<file path="src/rtl/core_alu_pkg.sv">
// Shared encodings for the ALU arbiter: operation codes, strobe count and sequencer states.
package core_alu_pkg;

    localparam int unsigned OPW         = 6;
    localparam int unsigned NUM_STROBES = 33;

    typedef enum logic [OPW-1:0] {
        NONE  = 6'd0,
        ADDI  = 6'd1,
        SLTI  = 6'd2,
        SLTIU = 6'd3,
        XORI  = 6'd4,
        ORI   = 6'd5,
        ANDI  = 6'd6,
        SLLI  = 6'd7,
        SRLI  = 6'd8,
        SRAI  = 6'd9,
        ADD   = 6'd10,
        SUB   = 6'd11,
        SLL   = 6'd12,
        SLT   = 6'd13,
        SLTU  = 6'd14,
        XOR   = 6'd15,
        SRL   = 6'd16,
        SRA   = 6'd17,
        OR    = 6'd18,
        AND   = 6'd19,
        BEQ   = 6'd20,
        BNE   = 6'd21,
        BLT   = 6'd22,
        BGE   = 6'd23,
        BLTU  = 6'd24,
        BGEU  = 6'd25,
        LB    = 6'd26,
        LH    = 6'd27,
        LW    = 6'd28,
        LBU   = 6'd29,
        LHU   = 6'd30,
        SB    = 6'd31,
        SH    = 6'd32,
        SW    = 6'd33
    } alu_op_e;

    typedef enum logic [1:0] {
        ST_IDLE = 2'd0,
        ST_EXEC = 2'd1,
        ST_RESP = 2'd2
    } arb_state_e;

endpackage

</file>
<file path="src/rtl/core_alu_opdec.sv">
// Encoded ALU op to one-hot strobes; bit k is set for op code k+1, unknown codes give no strobe.
module core_alu_opdec
    import core_alu_pkg::*;
#(
    parameter int unsigned OPW = core_alu_pkg::OPW
) (
    input  logic [OPW-1:0]         op,
    output logic [NUM_STROBES-1:0] strobes
);

    for (genvar g = 0; g < NUM_STROBES; g++) begin : g_dec
        assign strobes[g] = (op == OPW'(g + 1));
    end

endmodule

</file>
<file path="src/rtl/core_alu_arb.sv">
// Round-robin two-requester arbiter and one-op-in-flight sequencer for the shared registered ALU.
module core_alu_arb
    import core_alu_pkg::*;
#(
    parameter int unsigned XLEN = 32,
    parameter int unsigned OPW  = core_alu_pkg::OPW
) (
    input  logic            CLK,
    input  logic            RST_N,
    input  logic            FLUSH,
    input  logic            REQ0_VALID,
    output logic            REQ0_READY,
    input  logic [OPW-1:0]  REQ0_OP,
    input  logic [XLEN-1:0] REQ0_RS1,
    input  logic [XLEN-1:0] REQ0_RS2,
    input  logic [XLEN-1:0] REQ0_IMM,
    input  logic            REQ1_VALID,
    output logic            REQ1_READY,
    input  logic [OPW-1:0]  REQ1_OP,
    input  logic [XLEN-1:0] REQ1_RS1,
    input  logic [XLEN-1:0] REQ1_RS2,
    input  logic [XLEN-1:0] REQ1_IMM,
    output logic            RSP0_VALID,
    input  logic            RSP0_READY,
    output logic            RSP1_VALID,
    input  logic            RSP1_READY,
    output logic [XLEN-1:0] RSP_RESULT,
    output logic            ALU_I_ADDI,
    output logic            ALU_I_SLTI,
    output logic            ALU_I_SLTIU,
    output logic            ALU_I_XORI,
    output logic            ALU_I_ORI,
    output logic            ALU_I_ANDI,
    output logic            ALU_I_SLLI,
    output logic            ALU_I_SRLI,
    output logic            ALU_I_SRAI,
    output logic            ALU_I_ADD,
    output logic            ALU_I_SUB,
    output logic            ALU_I_SLL,
    output logic            ALU_I_SLT,
    output logic            ALU_I_SLTU,
    output logic            ALU_I_XOR,
    output logic            ALU_I_SRL,
    output logic            ALU_I_SRA,
    output logic            ALU_I_OR,
    output logic            ALU_I_AND,
    output logic            ALU_I_BEQ,
    output logic            ALU_I_BNE,
    output logic            ALU_I_BLT,
    output logic            ALU_I_BGE,
    output logic            ALU_I_BLTU,
    output logic            ALU_I_BGEU,
    output logic            ALU_I_LB,
    output logic            ALU_I_LH,
    output logic            ALU_I_LW,
    output logic            ALU_I_LBU,
    output logic            ALU_I_LHU,
    output logic            ALU_I_SB,
    output logic            ALU_I_SH,
    output logic            ALU_I_SW,
    output logic [XLEN-1:0] ALU_RS1,
    output logic [XLEN-1:0] ALU_RS2,
    output logic [XLEN-1:0] ALU_IMM,
    input  logic [XLEN-1:0] ALU_RESULT
);

    arb_state_e      state_q;
    logic [OPW-1:0]  op_q;
    logic [XLEN-1:0] rs1_q;
    logic [XLEN-1:0] rs2_q;
    logic [XLEN-1:0] imm_q;
    logic            gnt_q;
    logic            prio_q;

    logic            rsp_ready_g;
    logic            can_accept;
    logic            accept;
    logic            sel;
    logic [NUM_STROBES-1:0] dec;
    logic [NUM_STROBES-1:0] strb;

    // A completing response frees the ALU in the same cycle, so RESP arbitrates like IDLE.
    assign rsp_ready_g = gnt_q ? RSP1_READY : RSP0_READY;
    assign can_accept  = !FLUSH && ((state_q == ST_IDLE) ||
                                    ((state_q == ST_RESP) && rsp_ready_g));
    assign sel         = (REQ0_VALID && REQ1_VALID) ? prio_q : REQ1_VALID;
    assign accept      = can_accept && (REQ0_VALID || REQ1_VALID);

    assign REQ0_READY  = accept && !sel;
    assign REQ1_READY  = accept && sel;

    assign RSP0_VALID  = (state_q == ST_RESP) && !FLUSH && !gnt_q;
    assign RSP1_VALID  = (state_q == ST_RESP) && !FLUSH && gnt_q;
    assign RSP_RESULT  = (state_q == ST_RESP) ? ALU_RESULT : '0;

    assign ALU_RS1     = rs1_q;
    assign ALU_RS2     = rs2_q;
    assign ALU_IMM     = imm_q;

    always_ff @(posedge CLK) begin
        if (!RST_N) begin
            state_q <= ST_IDLE;
            op_q    <= '0;
            rs1_q   <= '0;
            rs2_q   <= '0;
            imm_q   <= '0;
            gnt_q   <= 1'b0;
            prio_q  <= 1'b0;
        end else if (FLUSH) begin
            state_q <= ST_IDLE;
        end else if (accept) begin
            op_q    <= sel ? REQ1_OP  : REQ0_OP;
            rs1_q   <= sel ? REQ1_RS1 : REQ0_RS1;
            rs2_q   <= sel ? REQ1_RS2 : REQ0_RS2;
            imm_q   <= sel ? REQ1_IMM : REQ0_IMM;
            gnt_q   <= sel;
            prio_q  <= !sel;
            state_q <= ST_EXEC;
        end else begin
            case (state_q)
                ST_EXEC: state_q <= ST_RESP;
                ST_RESP: if (rsp_ready_g) state_q <= ST_IDLE;
                default: state_q <= ST_IDLE;
            endcase
        end
    end

    core_alu_opdec #(.OPW(OPW)) u_opdec (
        .op      (op_q),
        .strobes (dec)
    );

    // Strobes stay up through RESP so the registered ALU output does not move.
    assign strb = (state_q == ST_IDLE) ? '0 : dec;

    assign ALU_I_ADDI  = strb[0];
    assign ALU_I_SLTI  = strb[1];
    assign ALU_I_SLTIU = strb[2];
    assign ALU_I_XORI  = strb[3];
    assign ALU_I_ORI   = strb[4];
    assign ALU_I_ANDI  = strb[5];
    assign ALU_I_SLLI  = strb[6];
    assign ALU_I_SRLI  = strb[7];
    assign ALU_I_SRAI  = strb[8];
    assign ALU_I_ADD   = strb[9];
    assign ALU_I_SUB   = strb[10];
    assign ALU_I_SLL   = strb[11];
    assign ALU_I_SLT   = strb[12];
    assign ALU_I_SLTU  = strb[13];
    assign ALU_I_XOR   = strb[14];
    assign ALU_I_SRL   = strb[15];
    assign ALU_I_SRA   = strb[16];
    assign ALU_I_OR    = strb[17];
    assign ALU_I_AND   = strb[18];
    assign ALU_I_BEQ   = strb[19];
    assign ALU_I_BNE   = strb[20];
    assign ALU_I_BLT   = strb[21];
    assign ALU_I_BGE   = strb[22];
    assign ALU_I_BLTU  = strb[23];
    assign ALU_I_BGEU  = strb[24];
    assign ALU_I_LB    = strb[25];
    assign ALU_I_LH    = strb[26];
    assign ALU_I_LW    = strb[27];
    assign ALU_I_LBU   = strb[28];
    assign ALU_I_LHU   = strb[29];
    assign ALU_I_SB    = strb[30];
    assign ALU_I_SH    = strb[31];
    assign ALU_I_SW    = strb[32];

endmodule

</file>
<file path="config.mk">
export PLATFORM = sky130hd
export DESIGN_NAME = core_alu_arb
export DESIGN_NICKNAME = d
export VERILOG_FILES = /design/src/rtl/core_alu_pkg.sv /design/src/rtl/core_alu_opdec.sv /design/src/rtl/core_alu_arb.sv
export SDC_FILE = /design/constraint.sdc
export NUM_CORES = 1
export LEC_CHECK = 0
export BUFFER_PORTS_ARGS = -buffer_cell sky130_fd_sc_hd__buf_2
export CELL_PAD_IN_SITES_DETAIL_PLACEMENT = 0
export CELL_PAD_IN_SITES_GLOBAL_PLACEMENT = 2
export CORE_AREA = 2 2 158 160
export CTS_CLUSTER_SIZE = 40
export DETAILED_ROUTE_END_ITERATION = 8
export DIE_AREA = 0 0 160 162
export PLACE_DENSITY = 0.81
export SLEW_MARGIN = 0
export SYNTH_ARGS = -nofsm -noshare
export SYNTH_HDL_FRONTEND = slang
export SYNTH_SLANG_ARGS = --single-unit
export TNS_END_PERCENT = 1
</file>
<file path="constraint.sdc">
create_clock -name CLK -period 5.4 [get_ports CLK]
set_input_delay 1.62 -clock CLK [delete_from_list [all_inputs] [get_ports CLK]]
set_output_delay 1.62 -clock CLK [all_outputs]
set_load 0.02 [all_outputs]
</file>
==> results.txt <==
Synth Register Bits = 106
ant diodes = 0
top cells by area, synth = dfxtp_1, mux2i_1, a21oi_1
cts repair resizes = 0
vias in the first global route = 5,119
root buf cell = clkbuf_16
insertion delay to the later sink of the worst-skew pair = 350 ps
largest net degree at the start of global routing = 114
Setup WS pre-CTS = 974.8 ps
WS Path Type = in -> out
syn_area_per_cell = 8.785 um^2
Die Y = 162 um
Residual DRC = 0
CP arrival = 2770 ps
fin crit share = 0.8138
net count reported at finish = 1,186
Yosys warnings = 0
CP Capture Type = primary output
DR vias/cell = 4.236
share of cells above drive strength 1 = 0.4593
Clock Tree Buf Depth = 2
drt pass-1 iters = 4
DR iter-0 viols = 197
final hold violations = 0
# placed instances = 1,256
num rows = 57
initial antenna violation count = 0
final setup fails = 0
# IOs = 408
power density over the cells = 265.0 nW/um^2
width of the die = 160 um
sequential area share after synthesis = 0.4260
Worst VDD drop = 0.1289 mV
RSZ-0062 raised after global routing = false
global-route wire length before repair = 28,340 um
placeable core area = 24,110 um^2
cts bufs inserted = 9
P&R area growth vs syn = 51.62%
clock slew at reported path FFs = 80 ps
routed vias = 5,384
H-tree levels = 3
GPL Wtd Cong = 0.7496
cell taking the most area after synthesis = dfxtp_1
GR Overflow Total = 0
worst-path fanout max = 4
CTS tree = built
Pleak = 4.151 nW
max cap viols = 0
hold_buf cts = 0
total track usage = 0.1379
most common cell after layout, fill and taps aside = buf_2
f_max = 227.5 MHz
synthesized area = 4981 um^2
IO buf count = 407
max_slew headroom = 0.3057
final non-filler cell total = 1,271
crit path time final = 4395 ps
most frequent cells in the layout = buf_2, dfxtp_1, mux2i_1, a21oi_1, o21ai_0
Mapped Cells = 567
# clock sinks = 106
total negative slack = 0 ps
antenna-violating nets left = 0
Setup Fix Bufs, Post-CTS = 0
setup slack, reg-to-reg = 2320 ps
CP required = 3780 ps
setup ws final = 1005 ps
Startpoint Class = input port
status = complete, no violations
Yosys cell types = 29
routed len/inst = 14.52 um
fin. max-slew vios = 0
Die ar. = 25,920 um^2
Least-Margin Pin Slew = 1037 ps
syn_nets = 810
DRT Wirelength = 18,460 um
Yosys top cell area share = 0.4260
Initial Util = 0.2066
HPWL Detailed = 14,320 um
Hold WC Path Type = reg -> reg
skew final = 9.249 ps
state kept, by name (all words and copies together) (netlist names):
register,flops
state_q,2
prio_q,1
op_q,6
gnt_q,1
ALU_RS1,32
ALU_IMM,32
ALU_RS2,32
final timing paths:
path,endpoint,startpoint,cells after the start
min reg2reg,ALU_IMM[13]$_SDFFE_PN0P_,ALU_IMM[13]$_SDFFE_PN0P_,2
max reg2reg,ALU_RS2[21]$_SDFFE_PN0P_,gnt_q$_SDFFE_PN0P_,6
max,REQ1_READY,RSP0_READY,5
min,ALU_IMM[13]$_SDFFE_PN0P_,ALU_IMM[13]$_SDFFE_PN0P_,2
logic make-up after synthesis:
family | after synthesis | share of synthesized area
AO/OA/AOI/OAI | 208 | 0.2150
flip-flops | 106 | 0.4260
multiplexers | 104 | 0.2092
AND/OR/NAND/NOR | 98 | 0.1040
buffers and inverters | 51 | 0.04572
routing by layer:
layer | GRT usage | up-vias | share of wire
met5 | 0 | - | 0
met4 | 0.04341 | 0 | 0.018
met3 | 0.03652 | 23 | 0.074
met2 | 0.2505 | 244 | 0.51
met1 | 0.1582 | 2351 | 0.40
li1 | - | 2766 | -
where the power goes:
part / total, mW / leakage (nW) / switching (mW) / internal, mW
Combinational: 0.464 / 3.13 / 0.272 / 0.192
Sequential: 0.882 / 0.878 / 0.0338 / 0.849
Clock: 0.655 / 0.139 / 0.322 / 0.333
Total: 2.00 / 4.15 / 0.628 / 1.37
metrics by stage:
stage / power, mW / area (um^2) / hold WS [ps] / util
6_report: 2.001 / 7552 / 521.7 / 0.3133
3_5_place_dp: 1.371 / 7266 / 508.1 / 0.3014
5_1_grt: 2.123 / 7552 / 537.5 / 0.3133
3_3_place_gp: 1.368 / 7266 / 506.5 / 0.3014
4_1_cts: 2.044 / 7552 / 523.0 / 0.3133
2_1_floorplan: 1.169 / 4981 / 488.0 / -
cells in the mapped netlist:
library cell  number
a2111oi_0          1
a2111oi_4          1
a21oi_1          102
and2_1            33
and3b_1            3
buf_1              2
buf_2             14
buf_4              1
buf_6              2
clkbuf_1          30
dfxtp_1          106
inv_1              2
mux2_2             1
mux2i_1          103
nand2_1            7
nand2b_1           2
nand3_1            2
nand3b_1           1
nor2_1            36
nor2b_1            3
nor3_1             1
nor3b_1            5
nor4_1             1
o21ai_0           83
o21ai_1           20
o21ai_2            1
or2_2              2
or3_1              1
or4_1              1
critical path: stages:
cell       delay (ps)
buf_2              90
mux2i_1           120
a2111oi_4         490
nor2b_1           240
buf_2             210
area by class of cell:
| class | instances | area (um^2) |
|---|---|---|
| clock buffers | 10 | 239.0 |
| clock inverters | 5 | 47.55 |
| fillers | 2637 | 16550 |
| inverters | 2 | 7.507 |
| multi-input cells | 410 | 2641 |
| flip-flops and latches | 106 | 2122 |
| well taps | 324 | 405.4 |
| repair buffers | 414 | 2090 |
(Power assumes the default switching activity.)
